===== src/rtl/mult_pkg.sv =====
// Shared types and constants for the truncated a*b^3 arithmetic leaf.
`timescale 1ns/1ps
package mult_pkg;

  // Operand and result width; the shift-add arrays are built for 8 bits.
  localparam int DATA_W = 8;

  typedef logic [DATA_W-1:0] data_t;

endpackage : mult_pkg


===== src/rtl/mult_trunc_8x8.sv =====
// Combinational truncated 8x8 shift-add multiplier: p = (x*y) mod 256.
// Each partial product is x gated by one bit of y and shifted into place;
// bits that shift past bit 7 are dropped because they never reach p.
`timescale 1ns/1ps
module mult_trunc_8x8
  import mult_pkg::*;
(
  input  data_t x,
  input  data_t y,
  output data_t p
);

  data_t w_pp [DATA_W];     // gated, shifted partial products
  data_t w_s1 [DATA_W/2];   // first adder-tree level
  data_t w_s2 [DATA_W/4];   // second adder-tree level

  // Build the gated partial products and reduce them with a balanced adder tree.
  // NOTE: every always_comb output is fully assigned on every pass; a path that
  // skips an assignment would infer a latch.
  always_comb begin
    for (int i = 0; i < DATA_W; i++) begin
      w_pp[i] = y[i] ? data_t'(x << i) : '0;
    end
    for (int i = 0; i < DATA_W/2; i++) begin
      w_s1[i] = w_pp[2*i] + w_pp[2*i+1];
    end
    for (int i = 0; i < DATA_W/4; i++) begin
      w_s2[i] = w_s1[2*i] + w_s1[2*i+1];
    end
  end

  assign p = w_s2[0] + w_s2[1];

endmodule : mult_trunc_8x8


===== src/rtl/mult_8x8.sv =====
// a*b^3 truncated to 8 bits: a purely combinational result plus a registered
// copy for pipelined consumers. Truncating each stage is exact modulo 256.
`timescale 1ns/1ps
module mult_8x8 #(
  parameter int DATA_W = 8
) (
  input  logic              clk,
  input  logic              rst,
  input  logic [DATA_W-1:0] a,
  input  logic [DATA_W-1:0] b,
  output logic [DATA_W-1:0] out,
  output logic [DATA_W-1:0] out_q
);

  import mult_pkg::data_t;

  data_t w_p1;   // (a*b)  mod 256
  data_t w_p2;   // (p1*b) mod 256
  data_t w_out;  // (p2*b) mod 256
  data_t r_out_q;

  mult_trunc_8x8 u_stage1 (.x(a),    .y(b), .p(w_p1));
  mult_trunc_8x8 u_stage2 (.x(w_p1), .y(b), .p(w_p2));
  mult_trunc_8x8 u_stage3 (.x(w_p2), .y(b), .p(w_out));

  assign out   = w_out;
  assign out_q = r_out_q;

  // Capture the combinational result each edge; reset clears it immediately.
  // NOTE: sequential state uses non-blocking assignments so every register
  // samples pre-edge values regardless of block ordering. out_q is the only
  // state in this block, so it is the only thing the reset needs to clear.
  always_ff @(posedge clk or posedge rst) begin
    if (rst) begin
      r_out_q <= '0;
    end else begin
      r_out_q <= w_out;
    end
  end

endmodule : mult_8x8


===== config.mk =====
export PLATFORM = sky130hd
export DESIGN_NAME = mult_8x8
export DESIGN_NICKNAME = d
export VERILOG_FILES = /design/src/rtl/mult_pkg.sv /design/src/rtl/mult_trunc_8x8.sv /design/src/rtl/mult_8x8.sv
export SDC_FILE = /design/constraint.sdc
export NUM_CORES = 1
export LEC_CHECK = 0
export ABC_AREA = 1
export CELL_PAD_IN_SITES_DETAIL_PLACEMENT = 1
export CELL_PAD_IN_SITES_GLOBAL_PLACEMENT = 1
export CORE_AREA = 10 10 89 91
export CTS_CLUSTER_DIAMETER = 30
export CTS_CLUSTER_SIZE = 30
export DETAILED_ROUTE_END_ITERATION = 12
export DIE_AREA = 0 0 99 101
export DONT_BUFFER_PORTS = 1
export HOLD_SLACK_MARGIN = 0.12
export MAX_ROUTING_LAYER = met4
export PLACE_DENSITY_LB_ADDON = 0.1
export SLEW_MARGIN = 20
export SYNTH_ARGS = -nofsm -noshare
export SYNTH_HDL_FRONTEND = slang
export SYNTH_SLANG_ARGS = --single-unit

===== constraint.sdc =====
create_clock -name clk -period 13.85 [get_ports clk]
set_input_delay 2.0775 -clock clk [delete_from_list [all_inputs] [get_ports clk]]
set_output_delay 2.0775 -clock clk [all_outputs]
set_load 0.005 [all_outputs]

Word-level counts from Yosys, hierarchy flattened
Index checks and enable logic that the tools add are counted.
{ "op_classes": {"n_reduce_logical": 0, "n_div": 0, "shifts": 0, "mux": 24, "addsub": 21, "n_mul": 0, "eq_ne": 0, "n_bitwise": 0, "n_lt_le_gt_ge": 0} }
{ "ops": {"columns": ["cell", "count"], "rows": [
  ["$mux W8", 24],
  ["$add A8 B8 Y8", 21]
]} }
{ "word_totals": {"mem_bits_ro": 0, "elab_cells": 46, "inputBits": 18, "register_bits": 8, "ram_bits": 0, "latchBits": 0, "n_memories": 0} }

Logic depth before layout (Yosys ltp)
Gate-level depths: netlist of the first run.
{ "logic_depth": {"word_depth": 12, "depth_mapped": 39, "ltp_nobuf": 37} }

Cells and area by module
Synthesis of the first run repeated with hierarchy kept, for this count alone.
{ "hier_totals": {"cells_unflattened": 460, "area_unflattened_um2": 3030.4} }
{ "modules_own_cells": {"columns": ["mod", "cells_per_inst", "area_each_um2", "n_inst", "seq_area_each_um2"], "rows": [
  ["mult_trunc_8x8 (u_stage2)", 160, 963.4, 1, 0.0],
  ["mult_trunc_8x8 (u_stage1)", 144, 933.4, 1, 0.0],
  ["mult_trunc_8x8 (u_stage3)", 147, 929.6, 1, 0.0],
  ["mult_8x8", 9, 203.9, 1, 200.2]
]} }

Least setup slack after synthesis of the first run
OpenSTA, ideal clock, no wires.
{ "synth_timing": {"kind": "input to output", "start": "in b[3]", "end": "out out[7]", "path_slack_ps": 1572, "cell_stages": 36, "n_path_buf": 2, "t_arrival_ps": 10200, "cell_sequence": "buf_4 -> clkbuf_1 -> nand2_1 -> fa_1 -> fa_1 -> inv_1 -> fa_1 -> ha_1 -> ha_1 -> nand2_1 -> inv_1 -> fa_1 -> inv_1 -> fa_1 -> inv_1 -> fa_1 -> ha_1 -> ha_1 -> nand2_1 -> fa_1 -> fa_1 -> fa_1 -> inv_1 -> ha_1 -> ha_1 -> fa_1 -> xor2_1 -> nand2_1 -> nand2_1 -> nand2_1 -> nand2_1 -> nand2_1 -> nand2_1 -> xor2_2 -> nand4_1 -> nand2_1"} }
{ "synth_between": {"elab_chain_cells": 12, "elab_cells_between_ends": 26} }
{ "synth_lines": {"columns": ["element", "line", "text"], "rows": [
  ["from (decl)", "mult_8x8.sv:10", "input logic [DATA_W-1:0] b,"],
  ["$mux W8", "mult_trunc_8x8.sv:22", "w_pp[i] = y[i] ? data_t'(x << i) : '0;"],
  ["$add A8 B8 Y8", "mult_trunc_8x8.sv:25", "w_s1[i] = w_pp[2*i] + w_pp[2*i+1];"],
  ["$add A8 B8 Y8", "mult_trunc_8x8.sv:28", "w_s2[i] = w_s1[2*i] + w_s1[2*i+1];"],
  ["$add A8 B8 Y8", "mult_trunc_8x8.sv:32", "assign p = w_s2[0] + w_s2[1];"],
  ["$mux W8", "mult_trunc_8x8.sv:22", null],
  ["$add A8 B8 Y8", "mult_trunc_8x8.sv:25", null],
  ["$add A8 B8 Y8", "mult_trunc_8x8.sv:28", null],
  ["$add A8 B8 Y8", "mult_trunc_8x8.sv:32", null],
  ["$mux W8", "mult_trunc_8x8.sv:22", null],
  ["$add A8 B8 Y8", "mult_trunc_8x8.sv:25", null],
  ["$add A8 B8 Y8", "mult_trunc_8x8.sv:28", null],
  ["$add A8 B8 Y8 (*)", "mult_trunc_8x8.sv:32", null],
  ["to (decl)", "mult_8x8.sv:11", "output logic [DATA_W-1:0] out,"]
]} }
Every way passes the cells marked *; elsewhere a longest branch is shown, timed or not.

Final worst setup path of the first run
{ "layout_timing": {"start": "in b[5]", "end": "out out[7]"} }
The elaborated chain is that of the path after synthesis.

==> impl_metrics.env, run 1 <==
export IMPL_cts_made_buffers=3
export IMPL_nets=501
export IMPL_p_per_area_nw_per_um2=209
export IMPL_crit_type="primary input to primary output"
export IMPL_cts_buffer_depth=2
export IMPL_initial_core_util_pct=46.4
export IMPL_cp_top_family="adder cells"
export IMPL_endpoint_kind="primary output"
export IMPL_timing_final_crit_share_pct=88.6
export IMPL_layout_min_cycle_time_ns=12.27
export IMPL_cp_required_ns=11.77
export IMPL_synthCells=418
export IMPL_fmax_mhz=81.5
export IMPL_dieWidth_um=99
export IMPL_drive_gt1_share_pct=4.16
export IMPL_finalSetupViolations=0
export IMPL_n_antenna_cell=0
export IMPL_fill_cells=849
export IMPL_antenna_left=0
export IMPL_remaining_drc_errors=0
export IMPL_final_cell_area_um2=2920
export IMPL_cp_arrival_ns=10.19
export IMPL_synth_cell_types=20
export IMPL_vdd_drop_max_uv=172
export IMPL_p_clk_share_pct=5.0
export IMPL_largest_reg_flops=8
export IMPL_core_area_um2=6200
export IMPL_dr_pass1_iters=4
export IMPL_cts_resized=0
export IMPL_cts_tree="yes"
export IMPL_synth_nets=508
export IMPL_slowest_stage="fa_1"
export IMPL_hold_buffers=0
export IMPL_grt_start_max_net_pins=23
export IMPL_drt_iter0_markers=110
export IMPL_final_cell_mix="nand2_1, inv_1, fa_1"
export IMPL_cts_clk_slew_worst_paths_ns=0.05
export IMPL_p_int_mw=0.268
export IMPL_dieArea_um2=10000
export IMPL_p_seq_share_pct=6.9
export IMPL_grt_pass1_wl_um=13600
export IMPL_grt_ovfl_total=0
export IMPL_syn_to_final_growth_pct=1.48
export IMPL_routedWlPerCell_um=15.8
export IMPL_cap_violations=0
export IMPL_via_per_inst=4.95
export IMPL_ios=34
export IMPL_hold_class="primary input to async pin"
export IMPL_syn_area_per_cell_um2=6.89
export IMPL_swShare_pct=56.0
export IMPL_ys_warn_count=0
export IMPL_grt_usage_pct=17.5
export IMPL_postCtsSetupBuffers=0
export IMPL_ys_seq_elements=8
export IMPL_comb_power_share_pct=88.0
export IMPL_p_switching_mw=0.342
export IMPL_start_kind="primary input"
export IMPL_hold_viol=0
export IMPL_placed_cell_area_um2=2880
export IMPL_hpwl_um=6650
export IMPL_cp_max_fo=9
export IMPL_syn_area_um2=2880
export IMPL_p_leak_nw=1.88
export IMPL_gp_congestion=0.787
export IMPL_grt_pass1_vias=2788
export IMPL_antenna_found_initial=0
export IMPL_setup_tns_final_ns=0
export IMPL_cts_max_level=1
export IMPL_rsz0062_at_grt="no"
export IMPL_max_slew_margin_pct=76.3
export IMPL_wirelength_um=7700
export IMPL_slowest_delay_ns=0.55
export IMPL_maxSlewViolCount=0
export IMPL_dieHeight_um=101
export IMPL_io_buffers=0
export IMPL_status="completed"
export IMPL_mostFrequentLayoutCell="nand2_1"
export IMPL_cts_root_buf="clkbuf_8"
export IMPL_worstMarginPinSlew_ns=0.355
export IMPL_ys_seq_area_share_pct=6.95
export IMPL_num_rows=29
export IMPL_cp_num_buf_inv=5
export IMPL_clkSinkCount=8
export IMPL_via_count=2408
==> per-stage QoR <==
stage	power, mW	hold slack (ns)	util [%]	cells	worst slack, ns
2_1_floorplan	0.466	1.89	-	418	1.57
3_3_place_gp	0.562	1.95	46.4	483	1.74
3_5_place_dp	0.595	1.96	46.4	483	1.55
4_1_cts	0.632	1.70	47.1	486	1.53
5_1_grt	0.710	1.71	47.1	486	1.14
6_report	0.610	1.68	47.1	486	1.58
==> Yosys cell counts <==
| cell type | n | share of area [%] |
|---|---|---|
| buf_2 | 1 | 0.17 |
| buf_4 | 1 | 0.26 |
| buf_6 | 6 | 2.3 |
| clkbuf_1 | 4 | 0.52 |
| clkinv_1 | 1 | 0.13 |
| dfrtp_1 | 8 | 7.0 |
| fa_1 | 42 | 29 |
| ha_1 | 30 | 13 |
| inv_1 | 110 | 14 |
| inv_2 | 4 | 0.52 |
| nand2_1 | 154 | 20 |
| nand2_2 | 7 | 1.5 |
| nand3_1 | 22 | 3.8 |
| nand3_2 | 2 | 0.70 |
| nand4_1 | 1 | 0.22 |
| nor2_1 | 9 | 1.2 |
| or2_0 | 1 | 0.22 |
| xnor2_1 | 5 | 1.5 |
| xor2_1 | 9 | 2.7 |
| xor2_2 | 1 | 0.56 |
==> logic make-up (layout without fill, tap and decap cells) <==
family | Yosys count | count (layout) | synth area share, %
adders and majority gates | 72 | 72 | 42.2
and+or+nand+nor | 196 | 196 | 27.7
xor gates and xnor gates | 15 | 15 | 4.82
buffers and inverters | 127 | 118 | 18.3
DFF | 8 | 8 | 6.95
==> path summary, 6_finish.rpt <==
| check | from | to | slack (ns) | depth (start not counted) |
|---|---|---|---|---|
| min | rst | out_q[2] | 1.68 | 1 |
| min in group clk | b[0] | out_q[7] | 2.04 | 2 |
| max in group asynchronous | rst | out_q[5] | 11.90 | 1 |
| max | b[5] | out[7] | 1.58 | 34 |
==> power groups by stage <==
stage	clock network (mW)	registers [mW]	logic [mW]
floorplan	0	0.0399	0.426
global placement	0	0.0430	0.519
detailed placement	0	0.0436	0.551
CTS	0.0311	0.0432	0.558
global route	0.0318	0.0439	0.635
finish	0.0307	0.0424	0.537
==> per-layer routing <==
metal  vias to the layer above  wire length (um)  track usage, %
li1                       1166                 -               -
met1                      1191              2790            17.0
met2                        37              4430            34.1
met3                        14               235            1.85
met4                         0               250            7.39
met5                         -                 0               -
==> layout make-up <==
type | count | area [um2] | area share [%]
sequential | 8 | 200 | 6.85
tap | 77 | 96.3 | 3.30
multi-input combinational | 283 | 2150 | 73.7
inverter | 115 | 432 | 14.8
clock buffer | 3 | 41.3 | 1.41
(Power assumes the default switching activity.)
==> inputs of run 2 (changes only) <==
--- a/config.mk
+++ b/config.mk
@@ -8,11 +8,11 @@
 export ABC_AREA = 1
 export CELL_PAD_IN_SITES_DETAIL_PLACEMENT = 1
 export CELL_PAD_IN_SITES_GLOBAL_PLACEMENT = 1
-export CORE_AREA = 10 10 89 91
+export CORE_AREA = 10 10 104 78
 export CTS_CLUSTER_DIAMETER = 30
 export CTS_CLUSTER_SIZE = 30
 export DETAILED_ROUTE_END_ITERATION = 12
-export DIE_AREA = 0 0 99 101
+export DIE_AREA = 0 0 114 88
 export DONT_BUFFER_PORTS = 1
 export HOLD_SLACK_MARGIN = 0.12
 export MAX_ROUTING_LAYER = met4
==> run 2 against run 1 <==
- die area rose by 0.33%
- combinational power rose by 1%
- sequential cell count did not move
- power rose by 0.54%
- critical path type unchanged
- largest cell class unchanged
- highest routed layer unchanged
==> impl_metrics.env, run 2 (synthesis results as in run 1) <==
export IMPL_grt_start_max_net_pins=23
export IMPL_cp_max_fo=9
export IMPL_num_rows=24
export IMPL_fill_cells=834
export IMPL_drt_iter0_markers=93
export IMPL_grt_pass1_vias=2710
export IMPL_cts_clk_slew_worst_paths_ns=0.04
export IMPL_syn_to_final_growth_pct=1.52
export IMPL_hold_buffers=0
export IMPL_ios=34
export IMPL_slowest_stage="fa_1"
export IMPL_nets=501
export IMPL_largest_reg_flops=8
export IMPL_initial_core_util_pct=47.0
export IMPL_grtUsageMet3_pct=2.53
export IMPL_cp_arrival_ns=10.29
export IMPL_antenna_found_initial=0
export IMPL_met1_usage_pct=22.4
export IMPL_cp_required_ns=11.77
export IMPL_cts_root_buf="clkbuf_8"
export IMPL_timing_final_crit_share_pct=89.3
export IMPL_dieWidth_um=114
export IMPL_maxSlewViolCount=0
export IMPL_vdd_drop_max_uv=123
export IMPL_fmax_mhz=80.9
export IMPL_cts_resized=0
export IMPL_mostFrequentLayoutCell="nand2_1"
export IMPL_gr_usage_met2_pct=28.7
export IMPL_clkSinkCount=8
export IMPL_ff_latch_area_um2=200
export IMPL_cp_top_family="adder cells"
export IMPL_cts_buffer_depth=2
export IMPL_grt_busiest_layer="met2"
export IMPL_gp_congestion=0.782
export IMPL_grt_pass1_wl_um=13600
export IMPL_status="completed"
export IMPL_routedWlPerCell_um=15.7
export IMPL_endpoint_kind="primary output"
export IMPL_rsz0062_at_grt="no"
export IMPL_start_kind="primary input"
export IMPL_n_antenna_cell=0
export IMPL_cts_tree="yes"
export IMPL_final_cell_mix="nand2_1, inv_1, fa_1"
export IMPL_slowest_delay_ns=0.56
export IMPL_setup_tns_final_ns=0
export IMPL_dieArea_um2=10000
export IMPL_cts_made_buffers=3
export IMPL_p_leak_nw=1.88
export IMPL_remaining_drc_errors=0
export IMPL_dr_pass1_iters=4
export IMPL_placed_cell_area_um2=2880
export IMPL_hold_class="primary input to async pin"
export IMPL_grt_ovfl_total=0
export IMPL_hpwl_um=6610
export IMPL_wirelength_um=7630
export IMPL_grt_usage_pct=17.2
export IMPL_cp_num_buf_inv=5
export IMPL_max_slew_margin_pct=73.2
export IMPL_core_area_um2=6130
export IMPL_layout_min_cycle_time_ns=12.37
export IMPL_crit_type="primary input to primary output"
export IMPL_p_per_area_nw_per_um2=210
export IMPL_dieHeight_um=88
export IMPL_drive_gt1_share_pct=4.16
export IMPL_final_cell_area_um2=2920
export IMPL_hold_viol=0
export IMPL_postCtsSetupBuffers=0
export IMPL_antenna_left=0
export IMPL_crit_cells=34
export IMPL_via_count=2410
export IMPL_finalSetupViolations=0
export IMPL_via_per_inst=4.95
export IMPL_cap_violations=0
export IMPL_cts_max_level=1
export IMPL_io_buffers=0
export IMPL_multi_input_area_um2=2150
export IMPL_worstMarginPinSlew_ns=0.402
-- run 2: cell counts in the layout (fill, tap and decap cells not counted) --
Identical to the previous run, type by type.
-- run 2: stage by stage --
step	hold WS (ns)	cells	total power [mW]	util (%)	setup WS, ns
2_1_floorplan	1.89	418	0.466	-	1.57
3_3_place_gp	1.92	484	0.554	47.1	1.74
3_5_place_dp	1.93	484	0.591	47.1	1.47
4_1_cts	1.69	487	0.623	47.7	1.46
5_1_grt	1.70	487	0.714	47.7	1.09
6_report	1.68	487	0.613	47.7	1.48
-- run 2: cell type report --
type,instances,share of cell area (%)
inverters,115,14.8
multi-input cells,283,73.6
well taps,78,3.34
clock buffers,3,1.41
flip-flops and latches,8,6.85
-- run 2: routing by layer --
layer,wire length (um),up-vias,share of wire [%]
met3,428,4,5.6
met4,31,0,0.41
met1,3650,1190,48
li1,-,1168,-
met2,3520,48,46
met5,0,-,0
-- run 2: where the power goes --
group          switching [mW]  internal, mW  leakage, nW
logic                   0.329         0.215         1.76
clock network         0.00935        0.0188       0.0216
registers             0.00470        0.0363       0.0976
-- run 2: final timing paths --
kind,end,from,slack [ns]
max,out[7],b[5],1.48
min,out_q[0],rst,1.68
max in group asynchronous,out_q[6],rst,11.94
min in group clk,out_q[0],a[0],2.08
